--- src/rtl/input_debounce_if.sv ---
// Bundles the debouncer's sample-side inputs and filtered outputs.
// The master drives ce/in_sync; the slave (the debouncer) drives the filtered results.
interface input_debounce_if #(
    parameter int unsigned WIDTH = 8
) ();
    logic             ce;
    logic [WIDTH-1:0] in_sync;
    logic [WIDTH-1:0] level;
    logic [WIDTH-1:0] rise;
    logic [WIDTH-1:0] fall;
    logic             changed;

    modport master (
        output ce,
        output in_sync,
        input  level,
        input  rise,
        input  fall,
        input  changed
    );

    modport slave (
        input  ce,
        input  in_sync,
        output level,
        output rise,
        output fall,
        output changed
    );
endinterface

--- src/rtl/input_debounce.sv ---
// Multi-channel debouncer: each channel commits a new level only after STABLE_CYCLES
// consecutive ce ticks of disagreement, and emits one-cycle rise/fall/changed pulses.
module input_debounce #(
    parameter int unsigned      WIDTH         = 8,
    parameter int unsigned      CNT_BITS      = 16,
    parameter int unsigned      STABLE_CYCLES = 50000,
    parameter logic [WIDTH-1:0] INIT          = '0
) (
    input logic              clk,
    input logic              reset,
    input_debounce_if.slave  bus
);

    // A threshold of zero behaves as one: commit on the first qualifying tick.
    localparam int unsigned       Threshold = (STABLE_CYCLES == 0) ? 1 : STABLE_CYCLES;
    localparam logic [CNT_BITS-1:0] LastCnt = CNT_BITS'(Threshold - 1);

    logic [CNT_BITS-1:0] cnt_q [WIDTH];
    logic [CNT_BITS-1:0] cnt_d [WIDTH];
    logic [WIDTH-1:0]    level_q, level_d;
    logic [WIDTH-1:0]    rise_q, rise_d;
    logic [WIDTH-1:0]    fall_q, fall_d;
    logic                changed_q, changed_d;

    always_comb begin
        level_d = level_q;
        rise_d  = '0;
        fall_d  = '0;
        for (int unsigned i = 0; i < WIDTH; i++) begin
            cnt_d[i] = cnt_q[i];
            // Agreement breaks the run on every clock, even without a ce tick.
            if (bus.in_sync[i] == level_q[i]) begin
                cnt_d[i] = '0;
            end else if (bus.ce) begin
                if (cnt_q[i] == LastCnt) begin
                    level_d[i] = bus.in_sync[i];
                    cnt_d[i]   = '0;
                    rise_d[i]  = bus.in_sync[i];
                    fall_d[i]  = ~bus.in_sync[i];
                end else begin
                    cnt_d[i] = cnt_q[i] + 1'b1;
                end
            end
        end
        changed_d = |(rise_d | fall_d);
    end

    always_ff @(posedge clk or posedge reset) begin
        if (reset) begin
            cnt_q     <= '{default: '0};
            level_q   <= INIT;
            rise_q    <= '0;
            fall_q    <= '0;
            changed_q <= 1'b0;
        end else begin
            cnt_q     <= cnt_d;
            level_q   <= level_d;
            rise_q    <= rise_d;
            fall_q    <= fall_d;
            changed_q <= changed_d;
        end
    end

    assign bus.level   = level_q;
    assign bus.rise    = rise_q;
    assign bus.fall    = fall_q;
    assign bus.changed = changed_q;

endmodule

--- src/flat_wrapper.sv ---
// flat-port wrapper written by rule: the top's interface ports become plain ports
module input_debounce_flat 
#(
    parameter int unsigned      WIDTH         = 8,
    parameter int unsigned      CNT_BITS      = 16,
    parameter int unsigned      STABLE_CYCLES = 50000,
    parameter logic [WIDTH-1:0] INIT          = '0
)
  (clk, reset, bus_ce, bus_in_sync, bus_level, bus_rise, bus_fall, bus_changed);
  input_debounce_if #(.WIDTH(WIDTH)) bus_i ();
  input logic clk;
  input logic reset;
  input wire logic [$bits(bus_i.ce)-1:0] bus_ce;
  input wire logic [$bits(bus_i.in_sync)-1:0] bus_in_sync;
  output wire logic [$bits(bus_i.level)-1:0] bus_level;
  output wire logic [$bits(bus_i.rise)-1:0] bus_rise;
  output wire logic [$bits(bus_i.fall)-1:0] bus_fall;
  output wire logic [$bits(bus_i.changed)-1:0] bus_changed;
  assign bus_i.ce = bus_ce;
  assign bus_i.in_sync = bus_in_sync;
  assign bus_level = bus_i.level;
  assign bus_rise = bus_i.rise;
  assign bus_fall = bus_i.fall;
  assign bus_changed = bus_i.changed;
  input_debounce #(.WIDTH(WIDTH), .CNT_BITS(CNT_BITS), .STABLE_CYCLES(STABLE_CYCLES), .INIT(INIT)) u_core (.clk(clk), .reset(reset), .bus(bus_i));
endmodule
--- config.mk ---
export PLATFORM = sky130hd
export DESIGN_NAME = input_debounce_flat
export DESIGN_NICKNAME = d
export VERILOG_FILES = /design/src/rtl/input_debounce_if.sv /design/src/rtl/input_debounce.sv /design/src/flat_wrapper.sv
export SDC_FILE = /design/constraint.sdc
export NUM_CORES = 1
export LEC_CHECK = 0
export ABC_CLOCK_PERIOD_IN_PS = 14000
export CORE_MARGIN = 2
export CORE_UTILIZATION = 55
export DETAILED_ROUTE_END_ITERATION = 10
export PLACE_DENSITY_LB_ADDON = 0.1
export SLEW_MARGIN = 20
export SYNTH_ARGS = -nofsm -noshare
export SYNTH_HDL_FRONTEND = slang
export SYNTH_SLANG_ARGS = --single-unit
--- constraint.sdc ---
create_clock -name clk -period 14 [get_ports clk]
set_clock_uncertainty 0.05 [all_clocks]
set_input_delay 2.1 -clock clk [delete_from_list [all_inputs] [get_ports clk]]
set_output_delay 2.1 -clock clk [all_outputs]
set_load 0.01 [all_outputs]
==> results of run 1 <==
[sequential cells by signal, indices dropped and copies added, names as in the netlist]
register,count
u_core.bus.fall,8
u_core.bus.changed,1
u_core.bus.rise,8
u_core.cnt_q,128
u_core.bus.level,8
[per-stage QoR]
stage          cell area, µm²  power (W)
6_report                 9190   0.000962
3_3_place_gp             8600   0.000513
5_1_grt                  9190   0.000999
2_1_floorplan            8120   0.000499
3_5_place_dp             8600   0.000516
4_1_cts                  9190   0.000971
[cells in the final DEF (no fill, tap or decap), types with 7 or more instances in the layout]
master             n
a21o_1            18
a21oi_1           47
a22o_1            18
a31oi_1           40
and2_1             9
and3_1            15
clkbuf_16         17
clkdlybuf4s50_1   34
dfrtp_1          153
ha_1               8
inv_1             24
mux2_2             7
nand2_1          101
nand3_1           37
nand4_1           32
nor2_1            83
nor3_1            29
nor3b_1           11
nor4_1            11
o21ai_0           66
or2_2              7
or3_1             17
xnor2_1           11
xor2_1            23
[kinds of logic after synthesis]
family | count (synthesis) | share of synthesized area
muxes | 9 | 0.0123
buffers and inverters | 51 | 0.0271
AOI/OAI and AO/OA | 222 | 0.169
adders and majority gates | 8 | 0.0123
and+or+nand+nor | 410 | 0.271
xor gates and xnor gates | 34 | 0.0367
DFF | 153 | 0.471
[per-layer routing]
layer	up-vias	share of wire	GRT usage
li1	3349	-	-
met1	3336	0.46	0.313
met2	223	0.48	0.386
met3	27	0.051	0.0569
met4	0	0.015	0.0810
met5	-	0	0
[critical path, stage by stage]
cell             delay (ps)
clkdlybuf4s50_1         470
xnor2_1                 250
nand2b_1                250
nor2_1                  820
o21ai_0                 200
a31oi_1                 220
[final cells by class]
| class | count | share of cell area |
|---|---|---|
| sequential | 153 | 0.417 |
| tap | 184 | 0.0250 |
| clock inverter | 13 | 0.0169 |
| timing repair buffer | 38 | 0.0400 |
| clock buffer | 18 | 0.0467 |
| multi-input combinational | 683 | 0.444 |
| inverter | 25 | 0.0108 |
[power by group through the flow]
stage                     clock (W)  sequential [W]  combinational, W
final                      0.000455        0.000455         0.0000525
after global routing       0.000483        0.000456         0.0000605
after CTS                  0.000463        0.000455         0.0000533
after detailed placement          0        0.000463         0.0000531
after global placement            0        0.000462         0.0000511
after floorplan                   0        0.000461         0.0000381
[path summary, 6_finish.rpt]
path / start / endpoint / slack, ps / cells past startpoint
hold / removal: u_core.cnt_q[47]$_DFFE_PP0P_ / u_core.cnt_q[47]$_DFFE_PP0P_ / 440 / 1
setup / recovery: bus_in_sync[5] / u_core.cnt_q[45]$_DFFE_PP0P_ / 9970 / 6
setup reg to reg: u_core.cnt_q[32]$_DFFE_PP0P_ / u_core.cnt_q[45]$_DFFE_PP0P_ / 11470 / 6
min in group asynchronous: reset / u_core.cnt_q[70]$_DFFE_PP0P_ / 2170 / 2
max in group asynchronous: reset / u_core.bus.fall[5]$_DFF_PP0_ / 10480 / 3
hold reg to reg: u_core.cnt_q[47]$_DFFE_PP0P_ / u_core.cnt_q[47]$_DFFE_PP0P_ / 440 / 1
==> results by group, run 1 <==
Power and ir drop
  – PD cells: 105 mW/mm²
  – Int Pwr: between 0.0007 and 0.0008 W
  – Sequential share of power: 0.473
  – Switching power: between 0.0002 and 0.00025 W
  – Peak supply drop: 0.0860 mV
  – Clk pwr share: 0.473
  – Sw Share: 0.230
  – Leak: slightly below 4 nW
  – Combinational power share: 0.055

Logic synthesis
  – Syn Area/Cell: between 9 and 10 µm²
  – Mapped cell area: between 0.008 and 0.009 mm²
  – Synth warnings: 0
  – Mapped Nets: 906
  – Sequential area share after synthesis: 0.471
  – Largest cells by area after synthesis: dfrtp_1, nand2_1, o21ai_0
  – Synth top cells by count: dfrtp_1, nand2_1, nor2_1
  – Yosys cell types: a little under 70
  – Top-count cell post-synth: dfrtp_1
  – Most used DFF post-synth: dfrtp_1
  – Largest area contributor in the netlist: dfrtp_1
  – Seq cells post-synth: 153
  – Ys async rst share: 1.00
  – Synth top area share: 0.471
  – Synth Instances: ~900
  – Post-synth EDFFs: 0

Layout
  – Filler Cell Count: 1160
  – Post-route non-filler standard cell count: around 1100
  – Ant diodes: 0
  – Area Growth Syn to Fin: 13.1%
  – Area occupied by registers: 0.00383 mm²
  – Layout cells sized above 1: 0.0763
  – NumNets Final: ~940
  – Area of the multi-input gates: ~0.004 mm²
  – Core Util, Final: 0.635

Placed design
  – I/O Buffers: 35
  – Setup slack at placement: around 9400 ps
  – Post-DP HPWL: about 12000 µm
  – Placed cells: approximately 1100
  – RePlAce Congestion: roughly 0.86

Worst hold path
  – HP Class: reg -> reg

Routing
  – Routed wire per std cell: 15.9 µm
  – DRC: 0
  – ANT nets after route: 0
  – Via density: around 6.2
  – Vias: around 7000
  – Pre-Repair DR Iteration Count: 5
  – 1st-iter DRT viols: 556
  – Final wirelength: ~18000 µm

Global routing
  – Initial antenna violation count: 0
  – Vias in the first global route: between 6000 and 7000
  – GR Overflow Total: 0
  – Total Routing Usage GR: 0.237
  – First-pass GRT wire length: 31100 µm
  – Largest net degree at the start of global routing: 94

Timing
  – Min Hold Slack: about 440 ps
  – Sum Neg Setup Slack: 0 ps
  – Final Hold Fails: 0
  – Slew HR: 0.301
  – Final setup viols: 0
  – Period utilization: 0.288
  – Final slew viol count: 0
  – Final worst slack: ~10000 ps
  – Tightest Pin Transition: about 1000 ps
  – Unrepaired setup endpoints after global routing: no
  – Fin crit period: between 4000 and 5000 ps
  – Fmax: 248 MHz

Flow run
  – # Max-Cap Violations: 0

Setup path
  – Arr. time, crit path: 4320 ps
  – Critical Path RT: approximately 14000 ps
  – CP Max Fanout: 18
  – Startpoint class of the critical path: input pin
  – Endpoint class of the critical path: flop
  – Critical path class: in -> reg

Clocking
  – Total number of clock tree sinks: approximately 150
  – Clk Latency, worst-skew pair: 420 ps
  – CTS tree: yes
  – CTS clk-pin slew, worst paths: about 60 ps
  – H-tree levels: 4
  – CTS buffer count: 17
  – CTS resizes: 0
  – CTS Root Cell: clkbuf_16
  – CTS Hold Bufs: 0
  – Setup repair bufs after CTS: 0
  – Clock Path Buffers: 2

Die
  – Die height: approximately 130 µm
  – Core area: around 0.014 mm²
  – I/O pin count: 36
  – Die area: approximately 0.016 mm²
  – Initial Util: 0.561
  – Rows: 44
  – Die span in x: 126 µm

Outcome
  – Outcome: finished clean
(Power assumes the default switching activity.)
==> run 2, diff against run 1 <==
ABC_CLOCK_PERIOD_IN_PS = 4170   (was 14000)
clock period = 4.17 ns   (was 14 ns; I/O delays follow)
==> run 2 against run 1 <==
  * Clock power grew to 3.7 times the previous value
  * Sequential power grew to 3.4 times the previous value
  * Sequential share of layout area shrank 0.43 points
  * Die area is the same
  * Clock-buffer cell count grew 2
  * Core utilization grew 0.66 points
  * Critical endpoint is now u_core.cnt_q[46]$_DFFE_PP0P_
  * Setup slack lost 8400 ps
==> results by group, run 2 (synthesis results as in run 1) <==
Timing
  – Unrepaired setup endpoints after global routing: no
  – Final Hold Fails: 0 (unchanged)
  – Tightest Pin Transition: 1010 ps (-39.8 ps)
  – Min Hold Slack: 433 ps (-7.19 ps)
  – Fmax: between 300 and 400 MHz
  – Final slew viol count: 0 (unchanged)
  – Period utilization: 0.620
  – Final setup viols: 0 (unchanged)
  – Slew HR: 0.327 (+0.0266)
  – Fin crit period: 2590 ps
  – Sum Neg Setup Slack: 0 ps (unchanged)

Outcome
  – Outcome: finished clean

Clocking
  – Clk Latency, worst-skew pair: 430 ps (about the same)
  – Total number of clock tree sinks: 153 (unchanged)
  – H-tree levels: 4 (unchanged)
  – CTS buffer count: 17 (unchanged)
  – CTS resizes: 0 (unchanged)
  – CTS Root Cell: clkbuf_16
  – CTS Hold Bufs: 0 (unchanged)
  – Clock Path Buffers: 2 (unchanged)
  – CTS clk-pin slew, worst paths: 60 ps (about the same)
  – Setup repair bufs after CTS: 0 (unchanged)
  – CTS tree: yes

Layout
  – Largest Register: u_core.cnt_q
  – Layout cells sized above 1: 0.0762 (-0.000164)
  – Max reg flops: 128 (unchanged)
  – Core Util, Final: 0.641 (+0.00657)
  – NumNets Final: 938 (+0.11%)
  – Commonest non-fill, non-tap cells in the layout: dfrtp_1, nand2_1, nor2_1
  – Ant diodes: 0 (unchanged)
  – Area Growth Syn to Fin: 14.3%
  – Commonest non-fill, non-tap cell in the layout: dfrtp_1

Placed design
  – Post-DP HPWL: 12200 µm (+2.3%)
  – RePlAce Congestion: 0.888 (+3.3%)
  – I/O Buffers: 35 (unchanged)

Setup path
  – Slowest cell delay on critical path: 810 ps (about the same)
  – Worst path slowest cell: nor2_1
  – Endpoint class of the critical path: flop
  – CP delay by family, top: simple AND/OR/NAND/NOR gates
  – Worst Path Buf+Inv: 1 (unchanged)
  – Arr. time, crit path: 2880 ps (-1440 ps)
  – Critical Path RT: 4460 ps (-9820 ps)
  – Critical path class: in -> reg
  – Startpoint class of the critical path: input pin
  – CP Max Fanout: 18 (unchanged)
  – CP cell instances: clkdlybuf4s50_1 > xnor2_1 > nand2b_1 > nor2_1 > o21ai_0 > a31oi_1

Routing
  – DRC: 0 (unchanged)
  – ANT nets after route: 0 (unchanged)
  – Routed wire per std cell: 16.0 µm (+0.77%)
  – Vias: 6883 (-0.75%)
  – 1st-iter DRT viols: 613 (+10%)
  – Final wirelength: 17900 µm (+0.95%)
  – Pre-Repair DR Iteration Count: 5 (unchanged)
  – Via density: 6.17 (-0.93%)

Global routing
  – GR met2 Demand/Resource: 0.380 (-0.00604)
  – Largest net degree at the start of global routing: 52 (-45%)
  – Met3 Use GR: 0.0484 (-0.00856)
  – Vias in the first global route: 6504 (-3.8%)
  – GR Overflow Total: 0 (unchanged)
  – Met1 Usage GRT: 0.320 (+0.00780)
  – Total Routing Usage GR: 0.235 (-0.00223)
  – First-pass GRT wire length: 30600 µm (-1.7%)
  – Initial antenna violation count: 0 (unchanged)
  – Most Used Layer, Global Route: met2

Die
  – Initial Util: 0.561 (unchanged)
  – Die area: 0.0158 mm² (unchanged)
  – Rows: 44 (unchanged)
  – I/O pin count: 36 (unchanged)
  – Core area: 0.0145 mm² (unchanged)
  – Die span in x: 126 µm (unchanged)
  – Die height: 126 µm (unchanged)

Power and ir drop
  – Peak supply drop: 0.364 mV (+320%)
  – PD cells: 365 mW/mm² (+250%)
  – Leak: 3.97 nW (+1.3%)

Worst hold path
  – HP Class: reg -> reg

Flow run
  – # Max-Cap Violations: 0 (unchanged)
run 2: changes by cell type in the layout (fill, tap and decap cells not counted), sizes merged:
cell and change:
inv -1, buf +1, bufinv +2, clkinv -2, clkbuf +2
run 2: layout make-up:
type	count	area (µm²)
Fill cell	1163	5190
Clock buffer	20	447
Inverter	25	97.6
Clock inverter	12	198
Sequential cell	153	3830
Timing Repair Buffer	39	400
Multi-Input combinational cell	683	4090
Tap cell	184	230
run 2: layer usage:
layer | vias to the layer above | part of all wire
met1 | 3340 | 0.47
met2 | 181 | 0.48
li1 | 3342 | -
met5 | - | 0
met4 | 0 | 0.013
met3 | 20 | 0.042
run 2: worst paths after layout:
check	from	end	slack (ps)	cells after the start
max in group asynchronous	reset	u_core.cnt_q[3]$_DFFE_PP0P_	2530	3
setup / recovery	bus_in_sync[5]	u_core.cnt_q[46]$_DFFE_PP0P_	1580	6
hold reg to reg	u_core.cnt_q[15]$_DFFE_PP0P_	u_core.cnt_q[15]$_DFFE_PP0P_	430	1
setup reg to reg	u_core.cnt_q[32]$_DFFE_PP0P_	u_core.cnt_q[46]$_DFFE_PP0P_	1590	6
hold / removal	u_core.cnt_q[15]$_DFFE_PP0P_	u_core.cnt_q[15]$_DFFE_PP0P_	430	1
min in group asynchronous	reset	u_core.cnt_q[49]$_DFFE_PP0P_	660	2
run 2: worst reg2reg max path, delay by kind of cell (launching register included):
family                     cells  cell delay [ps]
and+or+nand+nor                3             1320
AOI/OAI and AO/OA              2              510
DFF                            1              410
adders and majority gates      1              220
run 2: through the flow:
| step | instances | instance area (µm²) | total power (W) | setup slack [ps] |
|---|---|---|---|---|
| floorplan | 887 | 8130 | 0.00168 | 1560 |
| global placement | 1084 | 8630 | 0.00173 | 1320 |
| detailed placement | 1084 | 8640 | 0.00174 | 1150 |
| CTS | 1116 | 9290 | 0.00343 | 1610 |
| global route | 1116 | 9290 | 0.00351 | 1410 |
| finish | 1116 | 9290 | 0.00339 | 1580 |
run 2: where the power goes:
part	internal, W	switching (W)	leakage [nW]	total (W)
sequential	0.00150	0.0000234	2.12	0.00153
clock	0.00108	0.000609	0.310	0.00168
combinational	0.0000560	0.000125	1.53	0.000181
